$ cat config.mk
export PLATFORM = sky130hd
export DESIGN_NAME = prog_loader
export DESIGN_NICKNAME = d
export VERILOG_FILES = /design/src/rtl/prog_loader_pkg.sv /design/src/rtl/prog_loader.sv
export SDC_FILE = /design/constraint.sdc
export NUM_CORES = 1
export LEC_CHECK = 0
export ABC_AREA = 1
export BUFFER_PORTS_ARGS = -buffer_cell sky130_fd_sc_hd__buf_4
export CAP_MARGIN = 25
export CORE_UTILIZATION = 35
export CTS_CLUSTER_DIAMETER = 120
export DETAILED_ROUTE_END_ITERATION = 16
export GPL_TIMING_DRIVEN = 0
export PLACE_DENSITY = 0.56
export SLEW_MARGIN = 20
export SYNTH_ARGS = -nofsm -noshare
export SYNTH_HDL_FRONTEND = slang
export SYNTH_SLANG_ARGS = --single-unit
export TNS_END_PERCENT = 50
$ cat constraint.sdc
create_clock -name clk -period 2 [get_ports clk]
set_input_delay 0.3 -clock clk [delete_from_list [all_inputs] [get_ports clk]]
set_output_delay 0.3 -clock clk [all_outputs]
set_load 0.01 [all_outputs]
$ cat src/rtl/prog_loader_pkg.sv
// prog_loader_pkg
// Shared constants for the program loader: data/address widths, the
// LDR_S_* 3-bit state encodings and the FSM state type built from them.
// Optional feature macro used by the loader: PROG_LOADER_CHECKSUM_EN.
package prog_loader_pkg;

  localparam int LDR_WIDTH_WORD   = 8;
  localparam int LDR_WIDTH_DOUBLE = 16;

  localparam logic [2:0] LDR_S_ALO  = 3'd0;
  localparam logic [2:0] LDR_S_AHI  = 3'd1;
  localparam logic [2:0] LDR_S_LLO  = 3'd2;
  localparam logic [2:0] LDR_S_LHI  = 3'd3;
  localparam logic [2:0] LDR_S_DATA = 3'd4;
  localparam logic [2:0] LDR_S_CSUM = 3'd5;
  localparam logic [2:0] LDR_S_DONE = 3'd6;
  localparam logic [2:0] LDR_S_ERR  = 3'd7;

  typedef enum logic [2:0] {
    S_ALO  = LDR_S_ALO,
    S_AHI  = LDR_S_AHI,
    S_LLO  = LDR_S_LLO,
    S_LHI  = LDR_S_LHI,
    S_DATA = LDR_S_DATA,
    S_CSUM = LDR_S_CSUM,
    S_DONE = LDR_S_DONE,
    S_ERR  = LDR_S_ERR
  } ldr_state_e;

  // The loader takes bytes in every state except the two terminal ones.
  function automatic logic ldr_accepting(input ldr_state_e s);
    return (s != S_DONE) && (s != S_ERR);
  endfunction

endpackage

$ cat src/rtl/prog_loader.sv
// prog_loader
// Receives a little-endian frame over a valid/ready byte stream
// (ADDR_LO, ADDR_HI, LEN_LO, LEN_HI, LEN payload bytes, optional CSUM)
// and writes the payload into the CPU's byte-wide memory. The CPU is
// held (cpu_run low) until the whole image has been written.
//
// Optional feature: define PROG_LOADER_CHECKSUM_EN to expect a trailing
// 8-bit modular-sum checksum byte; a mismatch ends in S_ERR with err=1.
//
// Ports:
//   clk, rst_n          clock (rising edge), async active-low reset
//   in_valid/in_ready   byte stream handshake, in_data is the byte
//   start               re-arm pulse, honoured only in S_DONE/S_ERR
//   mem_we/addr/wdata   registered memory write port, one strobe per byte
//   cpu_run             high once the image is loaded
//   entry               load base address, initial PC for the CPU
//   err                 checksum mismatch (tied 0 without the feature)
module prog_loader
  import prog_loader_pkg::*;
#(
  parameter int WIDTH_WORD   = LDR_WIDTH_WORD,
  parameter int WIDTH_DOUBLE = LDR_WIDTH_DOUBLE
) (
  input  logic                    clk,
  input  logic                    rst_n,
  input  logic                    in_valid,
  output logic                    in_ready,
  input  logic [WIDTH_WORD-1:0]   in_data,
  input  logic                    start,
  output logic                    mem_we,
  output logic [WIDTH_DOUBLE-1:0] mem_addr,
  output logic [WIDTH_WORD-1:0]   mem_wdata,
  output logic                    cpu_run,
  output logic [WIDTH_DOUBLE-1:0] entry,
  output logic                    err
);

  ldr_state_e              state;
  logic [WIDTH_DOUBLE-1:0] count;
  logic [WIDTH_DOUBLE-1:0] cur;
  logic                    accept;

  // Memory never stalls, so readiness depends only on the state; it is
  // forced low while reset is asserted.
  assign in_ready = rst_n && ldr_accepting(state);
  assign accept   = in_valid && in_ready;

`ifdef PROG_LOADER_CHECKSUM_EN
  logic [WIDTH_WORD-1:0] sum;
  logic                  err_q;
  assign err = err_q;
`else
  assign err = 1'b0;
`endif

  // Loader FSM with the byte counter, write address and all outputs
  // registered. The base address is assembled in cur, which then walks
  // through the payload and wraps naturally at the top of memory.
  always_ff @(posedge clk or negedge rst_n) begin
    if (!rst_n) begin
      state     <= S_ALO;
      mem_we    <= 1'b0;
      mem_addr  <= '0;
      mem_wdata <= '0;
      cpu_run   <= 1'b0;
      entry     <= '0;
      count     <= '0;
      cur       <= '0;
`ifdef PROG_LOADER_CHECKSUM_EN
      sum       <= '0;
      err_q     <= 1'b0;
`endif
    end else begin
      mem_we <= 1'b0;
      case (state)
        S_ALO: if (accept) begin
          cur[WIDTH_WORD-1:0] <= in_data;
          state               <= S_AHI;
        end
        S_AHI: if (accept) begin
          cur[WIDTH_DOUBLE-1:WIDTH_WORD] <= in_data;
          entry                          <= {in_data, cur[WIDTH_WORD-1:0]};
          state                          <= S_LLO;
        end
        S_LLO: if (accept) begin
          count[WIDTH_WORD-1:0] <= in_data;
          state                 <= S_LHI;
        end
        S_LHI: if (accept) begin
          count[WIDTH_DOUBLE-1:WIDTH_WORD] <= in_data;
          if ({in_data, count[WIDTH_WORD-1:0]} == '0) begin
`ifdef PROG_LOADER_CHECKSUM_EN
            state   <= S_CSUM;
`else
            state   <= S_DONE;
            cpu_run <= 1'b1;
`endif
          end else begin
            state <= S_DATA;
          end
        end
        S_DATA: if (accept) begin
          mem_we    <= 1'b1;
          mem_addr  <= cur;
          mem_wdata <= in_data;
          cur       <= cur + WIDTH_DOUBLE'(1);
          count     <= count - WIDTH_DOUBLE'(1);
`ifdef PROG_LOADER_CHECKSUM_EN
          sum       <= sum + in_data;
`endif
          // cpu_run rises on the same edge as the last write strobe.
          if (count == WIDTH_DOUBLE'(1)) begin
`ifdef PROG_LOADER_CHECKSUM_EN
            state   <= S_CSUM;
`else
            state   <= S_DONE;
            cpu_run <= 1'b1;
`endif
          end
        end
        S_CSUM: begin
`ifdef PROG_LOADER_CHECKSUM_EN
          if (accept) begin
            if (in_data == sum) begin
              state   <= S_DONE;
              cpu_run <= 1'b1;
            end else begin
              state <= S_ERR;
              err_q <= 1'b1;
            end
          end
`endif
        end
        S_DONE, S_ERR: if (start) begin
          state   <= S_ALO;
          cpu_run <= 1'b0;
          count   <= '0;
`ifdef PROG_LOADER_CHECKSUM_EN
          sum     <= '0;
          err_q   <= 1'b0;
`endif
        end
        default: state <= S_ALO;
      endcase
    end
  end

endmodule

==> results of run 1 <==
-- stage by stage --
stage          area, um^2  hold WS, ns  std cells  power [mW]
3_3_place_gp         4736       0.4888        753       6.193
5_1_grt              5046      0.04080        769       8.576
3_5_place_dp         4736       0.4937        753       6.253
2_1_floorplan        4151     0.004409        556       4.945
4_1_cts              5046      0.03479        769       7.991
6_report             5046     -0.02845        769       7.928
-- placed cells by master, fill, tap and decap left out, types with 9 or more instances in the layout --
master,n
nor2_1,97
mux2_2,9
inv_1,46
nand3_1,33
dfrtp_1,77
nand2_1,158
o21ai_1,10
o21ai_0,23
buf_4,56
clkbuf_16,9
a21oi_1,44
-- worst reg2reg max path, delay by kind of cell, from the launching register on --
family / cells / cell delay, ns
buffers and inverters: 2 / 0.51
DFF: 1 / 0.47
and+or+nand+nor: 3 / 0.63
AOI/OAI and AO/OA: 1 / 0.08
-- sequential cells by signal, indices dropped and copies added, names as in the netlist --
name,flops
state,3
count,16
cur,16
entry,16
mem_addr,16
mem_we,1
cpu_run,1
mem_wdata,8
-- per-layer routing --
metal	GRT usage, %	wire length (um)	share of wire (%)
met4	4.800	116	1.1
met3	3.663	479	4.4
met5	0	0	0
met1	27.01	5486	50
met2	28.16	4824	44
-- cell families after synthesis --
group | Yosys count
and+or+nand+nor | 314
muxes | 9
adders and majority gates | 4
other | 1
AOI/OAI and AO/OA | 85
DFF | 77
buffers and inverters | 66
-- report_power, final --
| part | total (mW) | leakage (nW) | switching, mW | internal (mW) |
|---|---|---|---|---|
| combinational | 3.31 | 1.39 | 1.94 | 1.38 |
| clock | 1.71 | 0.152 | 0.719 | 0.987 |
| sequential | 2.91 | 0.929 | 0.615 | 2.29 |
-- synthesized netlist by cell type (2+ instances only) --
cell     number
buf_4         3
nor3_2        2
a21oi_1      44
nand2_1     158
mux2_2        9
o21ai_0      23
nand2_2       5
o21ai_1      10
nand4_1       6
ha_1          4
inv_1        46
nor3_1        2
buf_2         8
inv_2         5
nor2_1       97
dfrtp_1      77
buf_6         3
a31oi_1       3
nand3_1      33
nor2_4        3
nor2_2        2
-- how the worst max path moves through the flow --
stage | from | endpoint | slack (ns) | cells after the start
floorplan | state[1]$_DFFE_PN0P_ | count[11]$_DFFE_PN0P_ | 0.55 | 9
finish | state[1]$_DFFE_PN0P_ | mem_wdata[5]$_DFFE_PN0P_ | 0.18 | 6
global placement | rst_n | mem_wdata[5]$_DFFE_PN0P_ | -0.47 | 6
detailed placement | rst_n | mem_wdata[5]$_DFFE_PN0P_ | -0.50 | 6
global route | rst_n | mem_wdata[7]$_DFFE_PN0P_ | 0.007 | 6
CTS | rst_n | mem_wdata[5]$_DFFE_PN0P_ | 0.15 | 6
-- area by class of cell --
cell class / count / area, um^2 / area share, %
Multi-Input combinational cell: 413 / 1933 / 38.31
Clock inverter: 7 / 81.33 / 1.612
Buffer: 15 / 100.1 / 1.984
Timing Repair Buffer: 54 / 409.1 / 8.108
Sequential cell: 77 / 1927 / 38.19
Clock buffer: 9 / 225.2 / 4.463
Tap cell: 143 / 178.9 / 3.546
Inverter: 51 / 191.4 / 3.794
==> impl_metrics.toml, run 1 <==
[outcome]
status = "finished, violations left"
violations = "hold timing"

[floorplan]
die_w_um = 110.9
die_area_um2 = 12300
io_pins = 56
rows = 39
core_um2 = 11470
die_y_um = 110.9
initial_core_util_pct = 36.20

[drt]
drt_iter0_drc = 255
drc = 0
ant_nets = 0
vias = 3815
drt-total-wl_um = 10910
viasPerCell = 4.961
wl_per_cell_um = 14.18
dr.pass1.iters = 5

[global_routing]
grt_max_degree = 80
grt_usage_pct = 18.57
grt_overflow = 0
grt_pass1_wl_um = 18100
antenna_found_initial = 0
first_global_vias = 3580

[sta]
worst_pin_slew_ns = 0.7424
relSlewSlack_pct = 50.51
period_share_pct = 90.85
rsz0062_at_grt = "false"
hold_viol = 12
fin_skew_ns = 0.008578
timing.fmax_mhz = 550.3
whs_ns = -0.02845
fin_ws_ns = 0.1829
fin_tns_setup_ns = 0
finalSetupViolCount = 0
min_period_ns = 1.817
maxSlewViolCount = 0

[synth]
ys_ff_latch = 77
synth_compound_area_share_pct = 10.82
synth_fa_ha_area_share_pct = 1.206
synth_top_cell_by_area = "dfrtp_1"
netlist-cell-type-count = 34
synth_top_family_by_area = "simple AND/OR/NAND/NOR gates"
netlist_instances = 556
syn_nets = 572
async_reset_ff_share_pct = 100.0
ys.flop_type = "dfrtp_1"
synth_top_area_share_pct = 46.41
synth_area_leaders = "dfrtp_1, nand2_1, nor2_1, a21oi_1, inv_1"
synth-edff-count = 0
yosysWarnings = 0
synthXorXnorAreaFrac_pct = 0
avgSynthCellArea_um2 = 7.467
synth_simple_gate_area_share_pct = 32.01
synth.area.mux_share_pct = 2.441
seq_area_frac_synth_pct = 46.41
netlist_area_um2 = 4151

[cts]
cts_resized = 1
clk_pin_slew_ns = 0.07
cts-root-buf = "clkbuf_16"
clk_path_buf_depth = 2
cts.sink_count = 77
insertion_delay_ns = 0.35
numCtsBuffers = 9
cts-htree-levels = 3
cts_tree = "done"
cts_setup_buffers = 0
ctsHoldBuffers = 0

[worst_setup_path]
crit_fanout = 10
arrival_ns = 2.04
slowest_delay_ns = 0.47
crit_required_ns = 2.22
setup.worst_path.end_class = "register"
r2r_start = "state[1]$_DFFE_PN0P_"
cp_slowest_cell = "dfrtp_1"
critPathTopFamily = "simple AND/OR/NAND/NOR gates"
startpoint_type = "register"
worst-setup-path-type = "register to register"
critPathBufInv = 2
r2r_slack_ns = 0.18
cp_cell_sequence = "nand2_2 > nand3_4 > nor2_4 > buf_2 > buf_4 > a21oi_1"
r2r-end = "mem_wdata[5]$_DFFE_PN0P_"
rr_worst_depth = 6

[flow_run]
drv_cap = 0

[power_and_ir_drop]
pwr_density_cell_nw_per_um2 = 1571
peakVddDrop_mv = 0.5780
leakage_nw = 2.472

[min_path]
hp-class = "input pin to asynchronous set/reset pin"

[final_layout]
fillCellCount = 1161
area_growth_syn_to_layout_pct = 21.55
fin_util_pct = 44.00
nets = 637
n_antenna_cell = 0
final_layout_size_suffix_gt1_share_pct = 18.37

[place]
pre_cts_ws_ns = -0.4971
gp_congestion = 0.8502
post-dp-hpwl_um = 7945
port_buffers = 54
(Power assumes the default switching activity.)
==> run 2: changes to the inputs <==
- ABC_AREA: 1 -> unset
- clock period: 2 -> 2.2 ns (I/O delays scaled with it)
==> run 2 against run 1 <==
The run still ends with hold timing left. Critical path depth unchanged. Clock skew fell by 0.0040 ns. Maximum frequency shrank 12%. Clock power about the same. Cell area down 3.2%. Non-clock buffer count increased by 10. Die area down 4.8%. First-iteration DRC count increased by 50%. Area after synthesis is 4.9% lower. Global-route usage is 1.8 points higher. Register-to-register slack worse by 0.04 ns. Final cell count shrank 23%. Critical endpoint is now count[14]$_DFFE_PN0P_.
==> impl_metrics.toml, run 2 <==
[sta]
period_share_pct = 93.48
maxSlewViolCount = 0
fin_skew_ns = 0.004625
timing.fmax_mhz = 486.3
rsz0062_at_grt = "true"
fin_ws_ns = 0.1435
min_period_ns = 2.056
relSlewSlack_pct = 50.07
whs_ns = -0.07026
finalSetupViolCount = 0
hold_viol = 46
fin_tns_setup_ns = 0
worst_pin_slew_ns = 0.7440

[cts]
cts.sink_count = 77
cts-root-buf = "clkbuf_16"
ctsHoldBuffers = 0
clk_pin_slew_ns = 0.06
clk_path_buf_depth = 2
insertion_delay_ns = 0.34
cts-htree-levels = 3
numCtsBuffers = 9
cts_tree = "done"

[synth]
ys_ff_latch = 77
synth.most_common_cell = "dfrtp_1"
syn_nets = 397
seq_area_frac_synth_pct = 48.80
avgSynthCellArea_um2 = 10.36
synth_top_cell_by_area = "dfrtp_1"
netlist_area_um2 = 3949
synth_area_leaders = "dfrtp_1, mux2_2, a21oi_1, o21ai_0, nand2_1"
async_reset_ff_share_pct = 100.0
netlist_instances = 381
ys.flop_type = "dfrtp_1"
synth_common_cells = "dfrtp_1, mux2_2, a21oi_1, nand2_1, o21ai_0"
yosysWarnings = 0
netlist-cell-type-count = 60
synth_top_area_share_pct = 48.80
synth-edff-count = 0

[floorplan]
die_y_um = 108.2
die_w_um = 108.2
die_area_um2 = 11710
initial_core_util_pct = 36.11
rows = 38
core_um2 = 10940
io_pins = 56

[power_and_ir_drop]
pwr_density_cell_nw_per_um2 = 1488
comb_power_share_pct = 40.1
p_total_mw = 7.265
netSwitchingPower_mw = 2.725
internal-power_mw = 4.540
seqPwrFrac_pct = 36.2
peakVddDrop_mv = 0.6754
p_sw_share_pct = 37.50
clkPwrFrac_pct = 23.7
leakage_nw = 2.135

[worst_setup_path]
crit_required_ns = 2.45
startpoint_type = "register"
worst-setup-path-type = "register to register"
arrival_ns = 2.31
crit_fanout = 9
rr_worst_depth = 6
setup.worst_path.end_class = "register"

[drt]
viasPerCell = 5.741
drc = 0
dr.pass1.iters = 6
vias = 3393
drt_iter0_drc = 382
wl_per_cell_um = 18.57
ant_nets = 0
drt-total-wl_um = 10970

[place]
gp_congestion = 0.8885
port_buffers = 54
post-dp-hpwl_um = 7457
pre_cts_ws_ns = -0.5124
place_area_um2 = 4529

[final_layout]
area_growth_syn_to_layout_pct = 23.67
stdcell_area_um2 = 4883
n_antenna_cell = 0
final_layout_size_suffix_gt1_share_pct = 30.38
final_common_cell = "dfrtp_1"
fillCellCount = 1089
most-common-layout-cells = "dfrtp_1, buf_4, mux2_2"
nets = 462

[outcome]
status = "finished, violations left"
violations = "hold timing"

[global_routing]
antenna_found_initial = 0
grt_overflow = 0
grt_usage_pct = 20.41
grt_max_degree = 84
first_global_vias = 3314
grt_pass1_wl_um = 17770

[flow_run]
drv_cap = 0

[min_path]
hp-class = "input pin to asynchronous set/reset pin"
-- run 2: changes by cell type after synthesis, moves of 6 or more --
cell / change
o22ai_1: +12
inv_1: -32
mux2_2: +25
nor4_1: +6
nand2_1: -135
nand3_1: -20
o21ai_1: -8
a22oi_1: +9
nor2_1: -75
clkbuf_1: +10
a21oi_1: -17
-- run 2: final cells by class --
| class | instances | area (um^2) | share of cell area (%) |
|---|---|---|---|
| Inverter | 14 | 52.55 | 1.076 |
| Multi-Input combinational cell | 265 | 1847 | 37.82 |
| Clock buffer | 9 | 225.2 | 4.612 |
| Tap cell | 140 | 175.2 | 3.587 |
| Clock inverter | 7 | 121.4 | 2.485 |
| Sequential cell | 77 | 1927 | 39.46 |
| Timing Repair Buffer | 54 | 412.9 | 8.455 |
| Buffer | 25 | 122.6 | 2.511 |
-- run 2: power by group through the flow --
stage	sequential, mW	combinational (mW)	clock (mW)
final	2.63	2.91	1.72
after global routing	2.73	3.20	1.82
after CTS	2.63	2.91	1.76
after detailed placement	2.64	2.89	0
after global placement	2.61	2.87	0
after floorplan	2.69	1.67	0
-- run 2: repair_timing --
| action | CTS | global route |
|---|---|---|
| endpoints found under the setup margin | 43 | 22 |
| setup buffers | 0 | 0 |
| gates cloned | 0 | 0 |
| resized for setup | 1 | 2 |
-- run 2: layer usage --
layer  vias up  global-route usage, %  wire length, um
met4         0                  7.730              189
met2       143                  30.07             4984
met1      1666                  28.81             4957
met3        19                  5.003              842
li1       1565                      -                -
met5         -                      0                0
-- run 2: through the flow --
step                instances  utilization (%)
global placement          575            41.42
detailed placement        575            41.42
finish                    591            44.66
floorplan                 381                -
global route              591            44.66
CTS                       591            44.62
-- run 2: kinds of logic after synthesis --
| group | Yosys count | share of synthesized area, % |
|---|---|---|
| flops | 77 | 48.80 |
| simple gates | 109 | 16.35 |
| compound gates | 114 | 18.70 |
| fa+ha+maj | 4 | 1.267 |
| mux | 34 | 9.696 |
| other cells | 1 | 0.09497 |
| xor+xnor | 3 | 0.6655 |
| buf+inv | 39 | 4.436 |
-- run 2: critical path, stage by stage (launching register included) --
cell and delay [ns]:
dfrtp_1 0.41, inv_1 0.15, ha_1 0.22, nor3b_2 0.52, and3_1 0.32, a221oi_1 0.11
a211oi_1 0.24
-- run 2: path summary, 6_finish.rpt --
check,from,slack [ns],to
worst min register to register,mem_addr[12]$_DFFE_PN0P_,0.48,mem_addr[12]$_DFFE_PN0P_
min in group clk,in_data[0],0.33,mem_wdata[0]$_DFFE_PN0P_
worst max-delay path,count[0]$_DFFE_PN0P_,0.14,count[14]$_DFFE_PN0P_
worst max register to register,count[0]$_DFFE_PN0P_,0.14,count[14]$_DFFE_PN0P_
max in group asynchronous,rst_n,1.80,mem_addr[6]$_DFFE_PN0P_
worst min-delay path,rst_n,-0.07,entry[4]$_DFFE_PN0P_
